### src/rtl/mem_arbiter_pkg.sv
// Shared widths, encodings and helpers for the cache-to-memory arbiter.
// Line and address widths follow the iCache line and virtual address sizes.
package mem_arbiter_pkg;

  localparam int ICACHE_LINE_WIDTH  = 128;
  localparam int VIRT_ADDR_WIDTH    = 32;
  localparam int MEM_TIMEOUT_CYCLES = 64;

  // Byte-offset bits inside one memory line.
  localparam int LINE_OFS_W = 4;

  typedef enum logic [1:0] {
    MEMARB_IDLE = 2'd0,
    MEMARB_BUSY = 2'd1,
    MEMARB_RESP = 2'd2
  } arb_state_e;

  typedef enum logic {
    OWN_IC = 1'b0,
    OWN_DC = 1'b1
  } arb_own_e;

  function automatic int cnt_width(input int n);
    return (n < 2) ? 1 : $clog2(n);
  endfunction

endpackage

### src/rtl/mem_arb_watchdog.sv
// Busy-cycle watchdog: clear on grant, count while waiting, flag expiry.
// TIMEOUT_CYCLES of 0 removes the counter and never expires.
module mem_arb_watchdog
  import mem_arbiter_pkg::*;
#(
  parameter int TIMEOUT_CYCLES = MEM_TIMEOUT_CYCLES
) (
  input  logic clk_i,
  input  logic rst_ni,
  input  logic clr_i,
  input  logic en_i,
  output logic expired_o
);

  localparam int CW = cnt_width(TIMEOUT_CYCLES);

  generate
    if (TIMEOUT_CYCLES == 0) begin : g_off
      logic unused_wd;
      assign unused_wd = ^{clk_i, rst_ni, clr_i, en_i};
      assign expired_o = 1'b0;
    end else begin : g_on
      localparam logic [CW-1:0] LAST =
        CW'(TIMEOUT_CYCLES - 1);

      logic [CW-1:0] cnt_q;
      logic [CW-1:0] cnt_d;

      always_comb begin
        cnt_d = cnt_q;
        if (clr_i) begin
          cnt_d = '0;
        end else if (en_i && (cnt_q != LAST)) begin
          cnt_d = cnt_q + 1'b1;
        end
      end

      always_ff @(posedge clk_i) begin
        if (!rst_ni) begin
          cnt_q <= '0;
        end else begin
          cnt_q <= cnt_d;
        end
      end

      // Expires on the edge that would complete the last waited cycle.
      assign expired_o = en_i && (cnt_q == LAST);
    end
  endgenerate

endmodule

### src/rtl/mem_arbiter.sv
// iCache / dCache arbiter for the single line-wide memory port.
// Define MEM_ARB_RR_EN for round-robin ties; default is fixed dCache priority.
module mem_arbiter
  import mem_arbiter_pkg::*;
#(
  parameter int LINE_W         = ICACHE_LINE_WIDTH,
  parameter int ADDR_W         = VIRT_ADDR_WIDTH,
  parameter int TIMEOUT_CYCLES = MEM_TIMEOUT_CYCLES
) (
  input  logic              clk,
  input  logic              reset,
  input  logic              ic_req,
  input  logic [ADDR_W-1:0] ic_addr,
  output logic [LINE_W-1:0] ic_data,
  output logic              ic_data_ready,
  input  logic              dc_req,
  input  logic              dc_we,
  input  logic [ADDR_W-1:0] dc_addr,
  input  logic [LINE_W-1:0] dc_wdata,
  output logic [LINE_W-1:0] dc_data,
  output logic              dc_data_ready,
  output logic              mem_req,
  output logic              mem_we,
  output logic [ADDR_W-1:0] mem_addr,
  output logic [LINE_W-1:0] mem_wdata,
  input  logic [LINE_W-1:0] mem_rdata,
  input  logic              mem_ack,
  output logic              mem_err
);

  arb_state_e state_q, state_d;
  arb_own_e   own_q, own_d;

  logic [ADDR_W-1:LINE_OFS_W] addr_q, addr_d;
  logic                       we_q, we_d;
  logic [LINE_W-1:0]          wdata_q, wdata_d;
  logic [LINE_W-1:0]          ic_line_q, ic_line_d;
  logic [LINE_W-1:0]          dc_line_q, dc_line_d;
  logic                       err_q, err_d;

  logic grant;
  logic dc_win;
  logic wd_clr;
  logic wd_en;
  logic wd_exp;

  // Line offsets never reach memory.
  logic unused_ofs;
  assign unused_ofs =
    ^{ic_addr[LINE_OFS_W-1:0], dc_addr[LINE_OFS_W-1:0]};

`ifdef MEM_ARB_RR_EN
  // Pointer holds the last granted owner; the other side wins a tie.
  arb_own_e rr_q, rr_d;

  assign dc_win = dc_req && (!ic_req || (rr_q == OWN_IC));

  always_comb begin
    rr_d = rr_q;
    if (grant) begin
      rr_d = own_d;
    end
  end

  always_ff @(posedge clk) begin
    if (!reset) begin
      rr_q <= OWN_IC;
    end else begin
      rr_q <= rr_d;
    end
  end
`else
  assign dc_win = dc_req;
`endif

  mem_arb_watchdog #(
    .TIMEOUT_CYCLES(TIMEOUT_CYCLES)
  ) u_wd (
    .clk_i    (clk),
    .rst_ni   (reset),
    .clr_i    (wd_clr),
    .en_i     (wd_en),
    .expired_o(wd_exp)
  );

  always_comb begin
    state_d   = state_q;
    own_d     = own_q;
    addr_d    = addr_q;
    we_d      = we_q;
    wdata_d   = wdata_q;
    ic_line_d = ic_line_q;
    dc_line_d = dc_line_q;
    err_d     = 1'b0;
    grant     = 1'b0;
    wd_clr    = 1'b0;
    wd_en     = 1'b0;

    unique case (state_q)
      MEMARB_IDLE: begin
        if (ic_req || dc_req) begin
          grant   = 1'b1;
          wd_clr  = 1'b1;
          state_d = MEMARB_BUSY;
          if (dc_win) begin
            own_d   = OWN_DC;
            addr_d  = dc_addr[ADDR_W-1:LINE_OFS_W];
            we_d    = dc_we;
            wdata_d = dc_we ? dc_wdata : '0;
          end else begin
            own_d   = OWN_IC;
            addr_d  = ic_addr[ADDR_W-1:LINE_OFS_W];
            we_d    = 1'b0;
            wdata_d = '0;
          end
        end
      end
      MEMARB_BUSY: begin
        wd_en = !mem_ack;
        if (mem_ack) begin
          state_d = MEMARB_RESP;
          if (!we_q) begin
            if (own_q == OWN_DC) begin
              dc_line_d = mem_rdata;
            end else begin
              ic_line_d = mem_rdata;
            end
          end
        end else if (wd_exp) begin
          // Abort: the still-held request re-arbitrates from IDLE.
          state_d = MEMARB_IDLE;
          err_d   = 1'b1;
        end
      end
      MEMARB_RESP: begin
        state_d = MEMARB_IDLE;
      end
      default: begin
        state_d = MEMARB_IDLE;
      end
    endcase
  end

  always_ff @(posedge clk) begin
    if (!reset) begin
      state_q   <= MEMARB_IDLE;
      own_q     <= OWN_IC;
      addr_q    <= '0;
      we_q      <= 1'b0;
      wdata_q   <= '0;
      ic_line_q <= '0;
      dc_line_q <= '0;
      err_q     <= 1'b0;
    end else begin
      state_q   <= state_d;
      own_q     <= own_d;
      addr_q    <= addr_d;
      we_q      <= we_d;
      wdata_q   <= wdata_d;
      ic_line_q <= ic_line_d;
      dc_line_q <= dc_line_d;
      err_q     <= err_d;
    end
  end

  logic busy;
  logic resp;
  logic wr_own;

  assign busy   = (state_q == MEMARB_BUSY);
  assign resp   = (state_q == MEMARB_RESP);
  assign wr_own = (own_q == OWN_DC) && we_q;

  assign mem_req   = busy;
  assign mem_we    = busy && wr_own;
  assign mem_addr  = busy ?
    {addr_q, {LINE_OFS_W{1'b0}}} : '0;
  assign mem_wdata = (busy && wr_own) ? wdata_q : '0;
  assign mem_err   = err_q;

  assign ic_data       = ic_line_q;
  assign dc_data       = dc_line_q;
  assign ic_data_ready = resp && (own_q == OWN_IC);
  assign dc_data_ready = resp && (own_q == OWN_DC);

endmodule
### config.mk
export PLATFORM = sky130hd
export DESIGN_NAME = mem_arbiter
export DESIGN_NICKNAME = d
export VERILOG_FILES = /design/src/rtl/mem_arbiter_pkg.sv /design/src/rtl/mem_arb_watchdog.sv /design/src/rtl/mem_arbiter.sv
export SDC_FILE = /design/constraint.sdc
export NUM_CORES = 1
export LEC_CHECK = 0
export CORE_AREA = 5 5 285 287
export CTS_BUF_LIST = sky130_fd_sc_hd__clkbuf_16
export DETAILED_ROUTE_END_ITERATION = 6
export DIE_AREA = 0 0 290 292
export GPL_TIMING_DRIVEN = 0
export PLACE_DENSITY = 0.57
export SYNTH_ARGS = -nofsm -noshare
export SYNTH_HDL_FRONTEND = slang
export SYNTH_HIERARCHICAL = 1
export SYNTH_SLANG_ARGS = --single-unit
### constraint.sdc
create_clock -name clk -period 2.5 [get_ports clk]
set_input_delay 0.375 -clock clk [delete_from_list [all_inputs] [get_ports clk]]
set_output_delay 0.375 -clock clk [all_outputs]
set_load 0.01 [all_outputs]
==> impl.org, run 1 <==
** Global route
- Congestion Overflow GR :: 0
- Pin count of the biggest net entering global routing :: 14
- The initial antenna violation count is 12.
- The first global-routing pass estimated 113000 um of wire.
- The number of global-route vias before repair is 16793.
- Global routing consumed, over all layers together, 17.3% of the routing resources.

** Power
- For this design the ratio of total power to cell area is 581 mW/mm^2.
- Internal :: 12200 uW
- Relative contribution of the clock network to total power :: 43.4%
- Net Sw Power :: 4300 uW
- Sequential Power Share :: 43.3%
- Switching fraction of total power :: 26.1%
- Worst-case vdd ir drop :: 0.000429 V
- Summed over all cells, the static leakage comes to 0.0118 uW.
- Combinational group share of total power :: 13.3%

** Die
- I/O Pins :: 747
- The floorplan step defined a die boundary enclosing 0.0847 mm^2.
- The initialized floorplan defines 103 standard-cell rows.
- The core region is 0.0784 mm^2.
- Die Wd :: 290 um
- Measured along the y axis, the die boundary spans 292 um.
- Initial Util :: 22.4%

** CTS
- At the later pin of the worst-skew pair, clock insertion delay measures 0.58 ns.
- The longest clock path from root to sink contains 3 buffers.
- TritonCTS buffer count :: 50
- CTS built an H-tree with a depth of 2.
- Root cell of the clock tree :: sky130_fd_sc_hd__clkbuf_16
- TritonCTS clock tree :: done
- After clock tree synthesis, the clock-pin slew on the worst setup and hold paths is 0.06 ns.
- The clock net in this run drives a total of 423 sinks.

** Timing
- Final Slew Violations :: 0
- The clock arrives with 0.0141 ns of skew.
- Setup violators final :: 11
- Worst-case headroom to the max-slew limit :: 32.3%
- Portion of the clock cycle consumed by the worst path in the final layout :: 102%
- Fin Hold WS :: 0.348 ns
- Unrepaired setup endpoints after global routing :: true
- The worst path in the final design needs a cycle of 2.55 ns, including I/O delays and setup.
- Endpoints failing hold :: 0
- Worst Slack Setup Final :: -0.0470 ns
- Derived from the worst setup path, the maximum achievable clock frequency is 0.393 GHz.
- For the pin with the worst max-slew slack, the measured transition is 1.02 ns.

** Route
- Via total after detailed routing :: 16243
- DRC violation count after routing :: 0
- The detailed router finished its first iteration with 678 violations.
- After detailed routing, the total wire length is 77800 um.
- Routed len/inst :: 20.4 um
- Vias per cell :: 4.26
- Count of antenna-violating nets left after detailed routing :: 0
- The first detailed-routing pass ran for 5 iterations.

** Yosys
- Count of mapped cells out of synthesis :: 1906
- Sorting the synthesized cells by area gives the leading types as sky130_fd_sc_hd__dfxtp_1, sky130_fd_sc_hd__mux2i_1, sky130_fd_sc_hd__nand2_1.
- Number of unique standard cell types used by synthesis :: 42
- In this run, synthesis inferred 0 flip-flops with an integrated enable.
- For this run, asynchronously set or reset flops after synthesis account for 0%.
- Top cells by count, synth :: sky130_fd_sc_hd__nand2_1, sky130_fd_sc_hd__dfxtp_1, sky130_fd_sc_hd__mux2i_1
- Top cell type by total area after synthesis :: sky130_fd_sc_hd__dfxtp_1
- Portion of the post-synthesis area used by sequential elements :: 48.3%
- The synthesized netlist occupies a cell area of 0.0175 mm^2.
- Yosys instantiated no cell more often than sky130_fd_sc_hd__nand2_1.
- Mean instance size in the synthesized netlist :: 9.20 um^2
- In the synthesized netlist the dominant register cell turns out to be sky130_fd_sc_hd__dfxtp_1.
- In this run the biggest area consumer among cell types represents 48.3% of the synthesized area.
- The Yosys step of the flow raised 6 warnings.
- Number of synthesized register bits :: 423

** Finish
- Final Non-Filler Cells :: 3816
- Area added between synthesis and finish :: 61.6%
- Final standard cell utilization of the core :: 36.2%
- Summing all flip-flop and latch instances after layout gives 0.00847 mm^2.
- Share of layout cells above drive strength 1 :: 13.1%
- The multi-input combinational cells in the finished layout cover a total of 0.00830 mm^2.
- In the final design database the tool counted 3044 nets.
- Layout Cell Area excl Fill :: 0.0283 mm^2
- The filler cells instantiated in the layout total 8157.

** Placed design
- Post-placement cell area :: 0.0262 mm^2
- Detailed placement finished with a half-perimeter wire length of 59000 um.
- The congestion estimate from routability-driven global placement came to 0.840.
- Inst Count DP :: 3692
- The count of buffers added on input and output ports is 733.
- OpenSTA, run right after detailed placement, puts the worst setup slack at -1.13 ns.

** Setup path
- Crit path buf inv count :: 6
- Traced cell by cell, the critical path runs through nand2b_4 > inv_4 > and3_4 > buf_12 > buf_16 > buf_8 > clkbuf_16 > and2_4 > buf_6.
- Setup CP Type :: register to output pin
- Element type at the critical path end :: output pin
- The cell family contributing the most delay on the critical path is buffers and inverters.
- Data on the critical path arrives at its endpoint at 2.17 ns.
- CP max FO :: 5
- In this design, the stage delay of the slowest critical-path cell is 0.34 ns.
- The worst setup path is launched from a register.
- Critical path's slowest cell :: sky130_fd_sc_hd__dfxtp_4
- Required @ worst endpoint :: 2.12 ns

** Hold path
- Hold Crit Class :: input port to register

** Outcome
- Status :: complete, but fails checks
- The final reports fail on setup timing.

** Run
- Count of maximum capacitance violations :: 0
## layout make-up
type,instances,area share [%]
Multi-Input combinational cell,1318,29.3
Tap cell,1050,4.64
Timing Repair Buffer,757,26.4
Buffer,164,4.10
Sequential cell,423,29.9
Clock inverter,42,1.09
Clock buffer,50,4.42
Inverter,3,0.0486
Antenna cell,9,0.0795
## through the flow
step / power (uW) / setup TNS (ns)
global placement: 9460 / -171.45
global route: 17200 / -2.63
detailed placement: 9460 / -179.23
floorplan: 8200 / 0
finish: 16500 / -0.316
CTS: 16700 / -1.77
## cell families after synthesis
family	count (synthesis)	synth area share (%)
other	1	0.0214
and+or+nand+nor	731	18.7
muxes	286	16.3
DFF	423	48.3
buffers and inverters	168	5.36
adders and majority gates	1	0.0714
AOI/OAI and AO/OA	296	11.2
## cell usage in the layout (no fill, tap or decap), drive strengths merged, types with 3 or more instances in the layout
cell type and n:
clkinv 22, nor2 4, clkdlybuf4s15 5, and3 6, buf 194, conb 4
bufinv 4, clkinvlp 3, diode 9, dlygate4sd2 10, clkbuf 160, inv 16
nand2 517, clkdlybuf4s50 597, nand2b 3, a21boi 130, nand3 30, a21oi 3
and2 156, mux2i 286, dfxtp 423, nor3 4, o21a 3, dlymetal6s2s 5
o211a 28, o21ai 130
## flip-flops by register name, indices dropped and copies added, names as in the netlist
register	count
addr_q	28
dc_data	128
ic_data	128
mem_err	1
own_q	1
state_q	2
u_wd/g_on.cnt_q	6
wdata_q	128
we_q	1
## routing by layer
layer  vias to the layer above  track usage, %  wire length (um)
met5                         -               0                26
met4                         4            5.21              2100
met3                       106            5.14              5370
li1                       7968               -                 -
met1                      7670            20.2             31600
met2                       495            30.6             38600
## path summary, 6_finish.rpt
kind,slack (ns),to,cells past startpoint,startpoint
hold reg to reg,0.45,ic_data[59],2,ic_data[59]
setup reg to reg,0.32,u_wd/g_on.cnt_q[4],9,state_q[1]
hold / removal,0.35,wdata_q[119],3,dc_wdata[119]
setup / recovery,-0.05,mem_wdata[30],9,state_q[1]
## power by group through the flow
| stage | logic, uW | clock network, uW | registers [uW] |
|---|---|---|---|
| 2_1_floorplan | 889 | 0 | 7310 |
| 3_3_place_gp | 2190 | 0 | 7270 |
| 3_5_place_dp | 2180 | 0 | 7280 |
| 4_1_cts | 2220 | 7360 | 7130 |
| 5_1_grt | 2350 | 7640 | 7160 |
| 6_report | 2190 | 7150 | 7130 |
## worst register-to-register path, cell delays in order (launching register included)
cell and delay, ns:
sky130_fd_sc_hd__dfxtp_4 0.35, sky130_fd_sc_hd__buf_4 0.12, sky130_fd_sc_hd__or2_1 0.22, sky130_fd_sc_hd__buf_2 0.36
sky130_fd_sc_hd__buf_6 0.21, sky130_fd_sc_hd__nor2_2 0.08, sky130_fd_sc_hd__buf_4 0.18, sky130_fd_sc_hd__nor2b_1 0.31
sky130_fd_sc_hd__o21ai_0 0.14, sky130_fd_sc_hd__a31oi_1 0.15
## what timing repair did
action	CTS	global route
setup buffers	12	1
pin swaps	11	30
gates resized for setup	574	150
gates cloned	11	0
endpoints found under the setup margin	191	204
hold buffers	0	0
No activity file was read; power rests on OpenSTA's default activity.
==> run 2: changes to the inputs <==
--- a/config.mk
+++ b/config.mk
@@ -5,12 +5,12 @@
 export SDC_FILE = /design/constraint.sdc
 export NUM_CORES = 1
 export LEC_CHECK = 0
-export CORE_AREA = 5 5 285 287
+export CORE_AREA = 4 4 292 294
 export CTS_BUF_LIST = sky130_fd_sc_hd__clkbuf_16
 export DETAILED_ROUTE_END_ITERATION = 6
-export DIE_AREA = 0 0 290 292
+export DIE_AREA = 0 0 296 298
 export GPL_TIMING_DRIVEN = 0
-export PLACE_DENSITY = 0.57
+export PLACE_DENSITY = 0.55
 export SYNTH_ARGS = -nofsm -noshare
 export SYNTH_HDL_FRONTEND = slang
 export SYNTH_HIERARCHICAL = 1
==> impl.org, run 2 (synthesis gave the netlist of run 1 again) <==
** Run
- The tool flagged a number of max-cap violations equal to 0.

** Route
- Once detail routing completed, the nets flagged for antenna violations numbered 0.
- Dividing the detail-routed wire length by the instance count gives 20.0 um.
- Number of iterations in the first detailed-routing pass :: 7
- After detailed routing, the number of remaining DRC violations is 3.
- Dividing the detail-routed via count by the number of cells gives 4.21.
- For this block, the via count after detailed routing is 16144.
- Total Routed Length :: 76700 um
- DRC marker count from the first detailed-route iteration :: 629

** Timing
- Setup TNS :: -0.324 ns
- Setup violators final :: 24
- The worst path uses 101% of the clock period.
- After layout, the worst setup slack is -0.0343 ns.
- Worst-case headroom to the max-slew limit :: 24.7%
- The final number of max-transition violations came to 0.
- Transition time at the pin with the least slew margin :: 1.13 ns
- Fin Hold WS :: 0.338 ns
- Max Clock Skew :: 0.0242 ns
- The smallest clock period supported by the final layout is computed as 2.53 ns.
- The hold violation total from the final report was 0.
- Derived from the worst setup path, the maximum achievable clock frequency is 0.395 GHz.
- Setup repair after global routing could not meet its margin everywhere.

** Global route
- Congestion Overflow GR :: 0
- For this run, the total global-route usage over all layers was measured as 16.4%.
- The initial antenna violation count is 10.
- Number of global-route vias before repair :: 16067
- The first global-routing pass estimated 109000 um of wire.
- Pin count of the biggest net entering global routing :: 15

** Placed design
- Summed over all nets, the half-perimeter wirelength after detailed placement is 58900 um.
- The placed instances occupy a cell area of 0.0262 mm^2.
- Once placement completed, the tool counted placed cells totaling 3722.
- GPL Wtd Cong :: 0.823
- In this run the tool buffered the top-level ports with 733 buffer cells.

** Die
- Die Wd :: 296 um
- The die covers 0.0882 mm^2.
- Once the floorplan was initialized, standard cells occupied 21.1% of the core.
- Std-Cell Rows :: 106
- During I/O placement, the number of pins put on the boundary was 747.
- Placeable core area :: 0.0829 mm^2
- The floorplan step set the die height to 298 um.

** Finish
- Number of filler cells placed in the layout :: 8625
- Number of nets at the end of the flow :: 3037
- The library cells used most frequently in the layout, excluding fill and tap cells, are sky130_fd_sc_hd__clkdlybuf4s50_1, sky130_fd_sc_hd__nand2_1, sky130_fd_sc_hd__dfxtp_1.
- Share of layout cells above drive strength 1 :: 12.2%
- Final Non-Filler Cells :: 3839
- Area added between synthesis and finish :: 60.4%
- Most frequent standard cell in the layout excluding fill and tap cells :: sky130_fd_sc_hd__clkdlybuf4s50_1
- With fillers left out, the area of the finished cells amounts to 0.0281 mm^2.

** CTS
- At the later pin of the worst-skew pair, clock insertion delay measures 0.60 ns.
- TritonCTS clock tree :: done
- The tree is rooted in a sky130_fd_sc_hd__clkbuf_16.
- The longest clock path from root to sink contains 3 buffers.
- Num Clock Sinks :: 423
- H-tree lvl count :: 2
- The number of hold buffers added after CTS was 0.
- The number of clock buffers added by TritonCTS is 51.
- After clock tree synthesis, the clock-pin slew on the worst setup and hold paths is 0.06 ns.

** Setup path
- CP max FO :: 5
- By startpoint and endpoint, the worst setup path is classified as register to output pin.
- The startpoint identified for the worst register-to-register timing path is state_q[1].
- R2R cell count :: 9
- In this run the critical register-to-register path is captured at u_wd/g_on.cnt_q[4].
- Signal arrival time at the worst endpoint :: 2.16 ns
- Data on the critical path is required at its endpoint by 2.12 ns.
- The worst register-to-register path has a setup slack of 0.33 ns.
- Startpoint type of the worst setup path :: register
- Element type at the critical path end :: output pin

** Power
- Pwr/cell area :: 575 mW/mm^2
- Net Sw Power :: 4250 uW
- Overall power consumption after layout is estimated at 16200 uW.
- Net switching is 26.3% of the power.
- The internal power of the cells totals 11900 uW.
- The share of total power dissipated in sequential elements is 44.1%.
- Worst-case vdd ir drop :: 0.000436 V
- Static leakage :: 0.0117 uW
- Combinational cells account for 13.5% of the total power.
- Relative contribution of the clock network to total power :: 42.4%

** Outcome
- The run finished, with violations left.
- The final reports fail on DRC, setup timing.

** Hold path
- Hold Crit Class :: input port to register
- The worst hold path begins at dc_wdata[58].
- Worst hold path depth :: 3
- End point of the worst hold path :: wdata_q[58]
[run 2: cell count changes in the layout (fill, tap and decap cells not counted), moves of 7 or more]
| cell | previous run | this run |
|---|---|---|
| sky130_fd_sc_hd__inv_1 | 12 | 26 |
| sky130_fd_sc_hd__buf_4 | 26 | 36 |
| sky130_fd_sc_hd__clkinv_1 | 16 | 8 |
| sky130_fd_sc_hd__dlygate4sd2_1 | 10 | 3 |
| sky130_fd_sc_hd__and2_4 | 64 | 49 |
| sky130_fd_sc_hd__buf_6 | 69 | 59 |
| sky130_fd_sc_hd__clkbuf_2 | 13 | 23 |
| sky130_fd_sc_hd__and2_1 | 92 | 107 |
| sky130_fd_sc_hd__buf_2 | 71 | 57 |
[run 2: worst max-delay path by stage]
stage,cells past startpoint,endpoint,slack [ns],start
2_1_floorplan,6,mem_wdata[100],0.83,state_q[0]
3_3_place_gp,6,ic_data[124],-1.27,reset
3_5_place_dp,6,ic_data[124],-1.29,reset
4_1_cts,9,mem_wdata[81],-0.13,state_q[1]
5_1_grt,9,mem_wdata[51],-0.10,state_q[1]
6_report,9,mem_wdata[51],-0.03,state_q[1]
[run 2: power groups by stage]
stage          sequential (uW)  combinational (uW)  clock (uW)
5_1_grt                   7160                2350        7340
3_3_place_gp              7270                2190           0
3_5_place_dp              7280                2190           0
4_1_cts                   7130                2220        7110
2_1_floorplan             7310                 889           0
6_report                  7130                2180        6870
[run 2: what timing repair did]
action	4_1_cts	5_1_grt
pin swaps	6	19
cloned	5	2
endpoints found under the setup margin	191	143
hold endpoints to repair	0	0
gates resized for setup	584	114
buffers inserted	8	3
[run 2: metrics by stage]
step / util [%] / setup slack [ns]
2_1_floorplan: - / 0.825
3_3_place_gp: 31.6 / -1.27
3_5_place_dp: 31.6 / -1.29
4_1_cts: 33.8 / -0.126
5_1_grt: 33.9 / -0.104
6_report: 33.9 / -0.0343
[run 2: layout make-up]
class | count | area, um^2 | share of cell area, %
diodes | 8 | 20.0 | 0.0712
plain buffers | 162 | 1080 | 3.84
clock buffers | 51 | 1280 | 4.54
clock inverters | 43 | 244 | 0.868
inverters | 3 | 13.8 | 0.0489
multi-input cells | 1318 | 8260 | 29.4
flip-flops and latches | 423 | 8470 | 30.1
well taps | 1080 | 1350 | 4.81
repair buffers | 751 | 7400 | 26.3
[run 2: metal layers]
metal	vias up	part of all wire (%)	wire (um)	track usage (%)
met3	76	7.5	5780	5.14
met2	445	50	38100	28.9
li1	7966	-	-	-
met4	2	1.9	1450	3.97
met5	-	0.014	11	0
met1	7655	41	31400	19.4
[run 2: critical path: stages, from the launching register on]
cell                        delay [ns]
sky130_fd_sc_hd__dfxtp_4          0.34
sky130_fd_sc_hd__nand2b_4         0.15
sky130_fd_sc_hd__inv_4            0.06
sky130_fd_sc_hd__and3_4           0.23
sky130_fd_sc_hd__buf_12           0.14
sky130_fd_sc_hd__buf_16           0.13
sky130_fd_sc_hd__buf_8            0.13
sky130_fd_sc_hd__clkbuf_16        0.14
sky130_fd_sc_hd__and2_1           0.13
sky130_fd_sc_hd__buf_6            0.11
==> variant: new RTL, config.mk and constraints of run 2 <==
`addr_q` no longer has a reset.
--- a/src/rtl/mem_arbiter.sv
+++ b/src/rtl/mem_arbiter.sv
@@ -146,5 +146,4 @@
       state_q   <= MEMARB_IDLE;
       own_q     <= OWN_IC;
-      addr_q    <= '0;
       we_q      <= 1'b0;
       wdata_q   <= '0;
@@ -155,5 +154,4 @@
       state_q   <= state_d;
       own_q     <= own_d;
-      addr_q    <= addr_d;
       we_q      <= we_d;
       wdata_q   <= wdata_d;
@@ -162,4 +160,8 @@
       err_q     <= err_d;
     end
+  end
+
+  always_ff @(posedge clk) begin
+    addr_q <= addr_d;
   end
 
Check against the original RTL: not settled (the Yosys comparison gave no result); the edit may change what the design does.
==> variant against run 2 <==
- the run ends with negative setup slack left
- hold slack better by 0.013 ns
- power is 0.43% lower
- final area is 0.20% lower
- synthesized cell count is 3.7% lower
- routed wire length is 0.78% lower
- sequential cell count stayed put
- first-iteration DRC count is 5.1% higher
- synthesized area is 0.93% lower
- worst setup slack better by 0.016 ns
==> variant: results (changes against run 2) <==
final net count=2978 (-1.9%); clock network latency to the later pin of the worst-skew pair=0.58 ns (-0.02 ns); library cell used as clock root buffer=sky130_fd_sc_hd__clkbuf_16; Yosys warnings=6 (unchanged); fraction of met3 tracks used by global routing=6.96% (+1.8 points); total wire length after detailed routing=76100 microns (-0.78%); total placed instance area=26100 sq um (-0.48%); clock tree skew after final layout=0.0163 ns (-0.00788 ns); number of synthesized flops with an enable pin=28 (+28); failing checks=negative setup slack; Placed Cells incl. Taps=3654 (-1.8%); Worst Reg-to-Reg Cells=10 (+1); GR Util met2=29.2% (+0.34 points); total of flip-flops plus latches after synthesis=423 (unchanged); First DRT Iteration DRCs=661 (+5.1%); count of final setup violators=5 (-79%); CTS clk-pin slew, worst paths=0.06 ns (about the same); startpoint of the tightest hold check path=dc_wdata[29]; peak supply drop=0.000421 V (-3.4%); top cells by area in the synthesized netlist=sky130_fd_sc_hd__dfxtp_1, sky130_fd_sc_hd__mux2i_1, sky130_fd_sc_hd__nand2_1, sky130_fd_sc_hd__and2_1, sky130_fd_sc_hd__edfxtp_1; mean area per synthesized cell=9.46 sq um (+2.8%); normalized max-slew margin=39.1% (+14 points); number of fill cells=8632 (+0.081%); wire length of the first global-routing pass=108000 microns (-0.93%); worst hold path stage count=3 (unchanged); leakage power summed over all cells=11.5 nW (-1.9%); critical path peak fanout=7 (+2); setup slack, reg-to-reg=0.31 ns (-0.02 ns); Most used DFF post-synth=sky130_fd_sc_hd__dfxtp_1; via density per instance=4.17 (-0.87%); most numerous cell types in the synthesized netlist=sky130_fd_sc_hd__nand2_1, sky130_fd_sc_hd__dfxtp_1, sky130_fd_sc_hd__mux2i_1; GRT Resource Usage Total=16.4% (-0.037 points); pre-CTS worst setup slack=-0.832 ns (+0.462 ns); met2 WL=37500 microns (-1.6%); number of buffers added on ports=734 (+0.14%); Residual DRC=0 (-3); post-route setup TNS=-0.0565 ns (+0.267 ns); cts bufs inserted=49 (-3.9%); via count of the first global-routing pass=16217 (+0.93%); kind of path behind the tightest hold check=input pin to flip-flop; number of optimization iterations in the first detailed-route pass=5 (-2); antenna violations before repair=10 (unchanged); placed wire-length estimate after detailed placement=58900 microns (about the same); PnR worst setup slack=-0.0184 ns (+0.0159 ns); run status=finished with violations; hold path endpoint=wdata_q[29]; met3 layer wire length in the routed design=7900 microns (+37%); Reg-to-Reg Start=state_q[1]; share of post-route cells with drive strength above 1=14.2% (+2.0 points); part of the Yosys area used for sequential elements=50.4% (+2.1 points); sum of routed wire segments on met1=28200 microns (-10%); global routing usage on met1=17.3% (-2.1 points); Layout Cells excl Fill=3769 (-1.8%); largest net degree at the start of global routing=32 (+17); global placer's final weighted congestion=0.836 (+1.6%); worst hold slack across all endpoints=0.351 ns (+0.0132 ns); distinct cell type count after synthesis=42 (unchanged)
variant: changes by cell type after synthesis, moves of 4 or more:
cell and delta:
sky130_fd_sc_hd__nand3_1 -28, sky130_fd_sc_hd__a21boi_1 +4, sky130_fd_sc_hd__dfxtp_1 -28, sky130_fd_sc_hd__mux2i_1 -28, sky130_fd_sc_hd__clkbuf_1 -18, sky130_fd_sc_hd__clkbuf_2 +8
sky130_fd_sc_hd__edfxtp_1 +28, sky130_fd_sc_hd__mux2_2 +28, sky130_fd_sc_hd__a21boi_0 -5, sky130_fd_sc_hd__o211a_1 -28
variant: what timing repair did:
action / in CTS / in global routing
resized for setup: 634 / 94
gates cloned: 2 / 0
pin swaps: 18 / 18
endpoints found under the setup margin: 221 / 95
endpoints found under the hold margin: 0 / 0
buffers inserted: 26 / 7
variant: cells by family after synthesis:
kind of cell             share of synthesized area, %
adder cells (fa/ha/maj)                        0.0720
AND/OR/NAND/NOR                                  18.0
multiplexers                                     16.7
flip-flops                                       50.4
buffers and inverters                            5.14
AO/OA/AOI/OAI                                    9.67
other                                          0.0216
variant: power breakdown:
| group | total (mW) | switching, mW | leakage [nW] | internal, mW |
|---|---|---|---|---|
| combinational | 2.11 | 1.01 | 7.21 | 1.10 |
| sequential | 7.21 | 0.122 | 3.48 | 7.09 |
| clock | 6.79 | 2.99 | 0.772 | 3.80 |
variant: final cells by class:
cell class | instances | area (sq um) | share of cell area, %
plain buffers | 147 | 1030 | 3.66
clock inverters | 34 | 216 | 0.771
clock buffers | 50 | 1250 | 4.46
well taps | 1080 | 1350 | 4.81
multi-input cells | 1261 | 7890 | 28.1
inverters | 3 | 13.8 | 0.0490
flip-flops and latches | 423 | 8760 | 31.2
diodes | 5 | 12.5 | 0.0446
repair buffers | 766 | 7540 | 26.9
variant: how the worst max path moves through the flow:
stage / start / endpoint / slack [ns] / depth (start not counted)
after detailed placement: reset / ic_data[124] / -0.83 / 5
final: state_q[1] / mem_wdata[46] / -0.02 / 10
after CTS: state_q[1] / mem_wdata[46] / -0.28 / 11
after global placement: dc_req / u_wd/g_on.cnt_q[0] / -1.03 / 7
after global routing: state_q[1] / mem_wdata[46] / -0.11 / 10
after floorplan: state_q[0] / u_wd/g_on.cnt_q[0] / 0.18 / 8
variant: worst max-delay path: stages, from the launching register on:
cell                        delay, ns
sky130_fd_sc_hd__dfxtp_4         0.34
sky130_fd_sc_hd__nand2b_4        0.13
sky130_fd_sc_hd__inv_4           0.03
sky130_fd_sc_hd__and3_4          0.16
sky130_fd_sc_hd__buf_12          0.14
sky130_fd_sc_hd__buf_12          0.12
sky130_fd_sc_hd__buf_8           0.12
sky130_fd_sc_hd__clkbuf_16       0.15
sky130_fd_sc_hd__buf_8           0.12
sky130_fd_sc_hd__and2_4          0.13
sky130_fd_sc_hd__buf_6           0.12
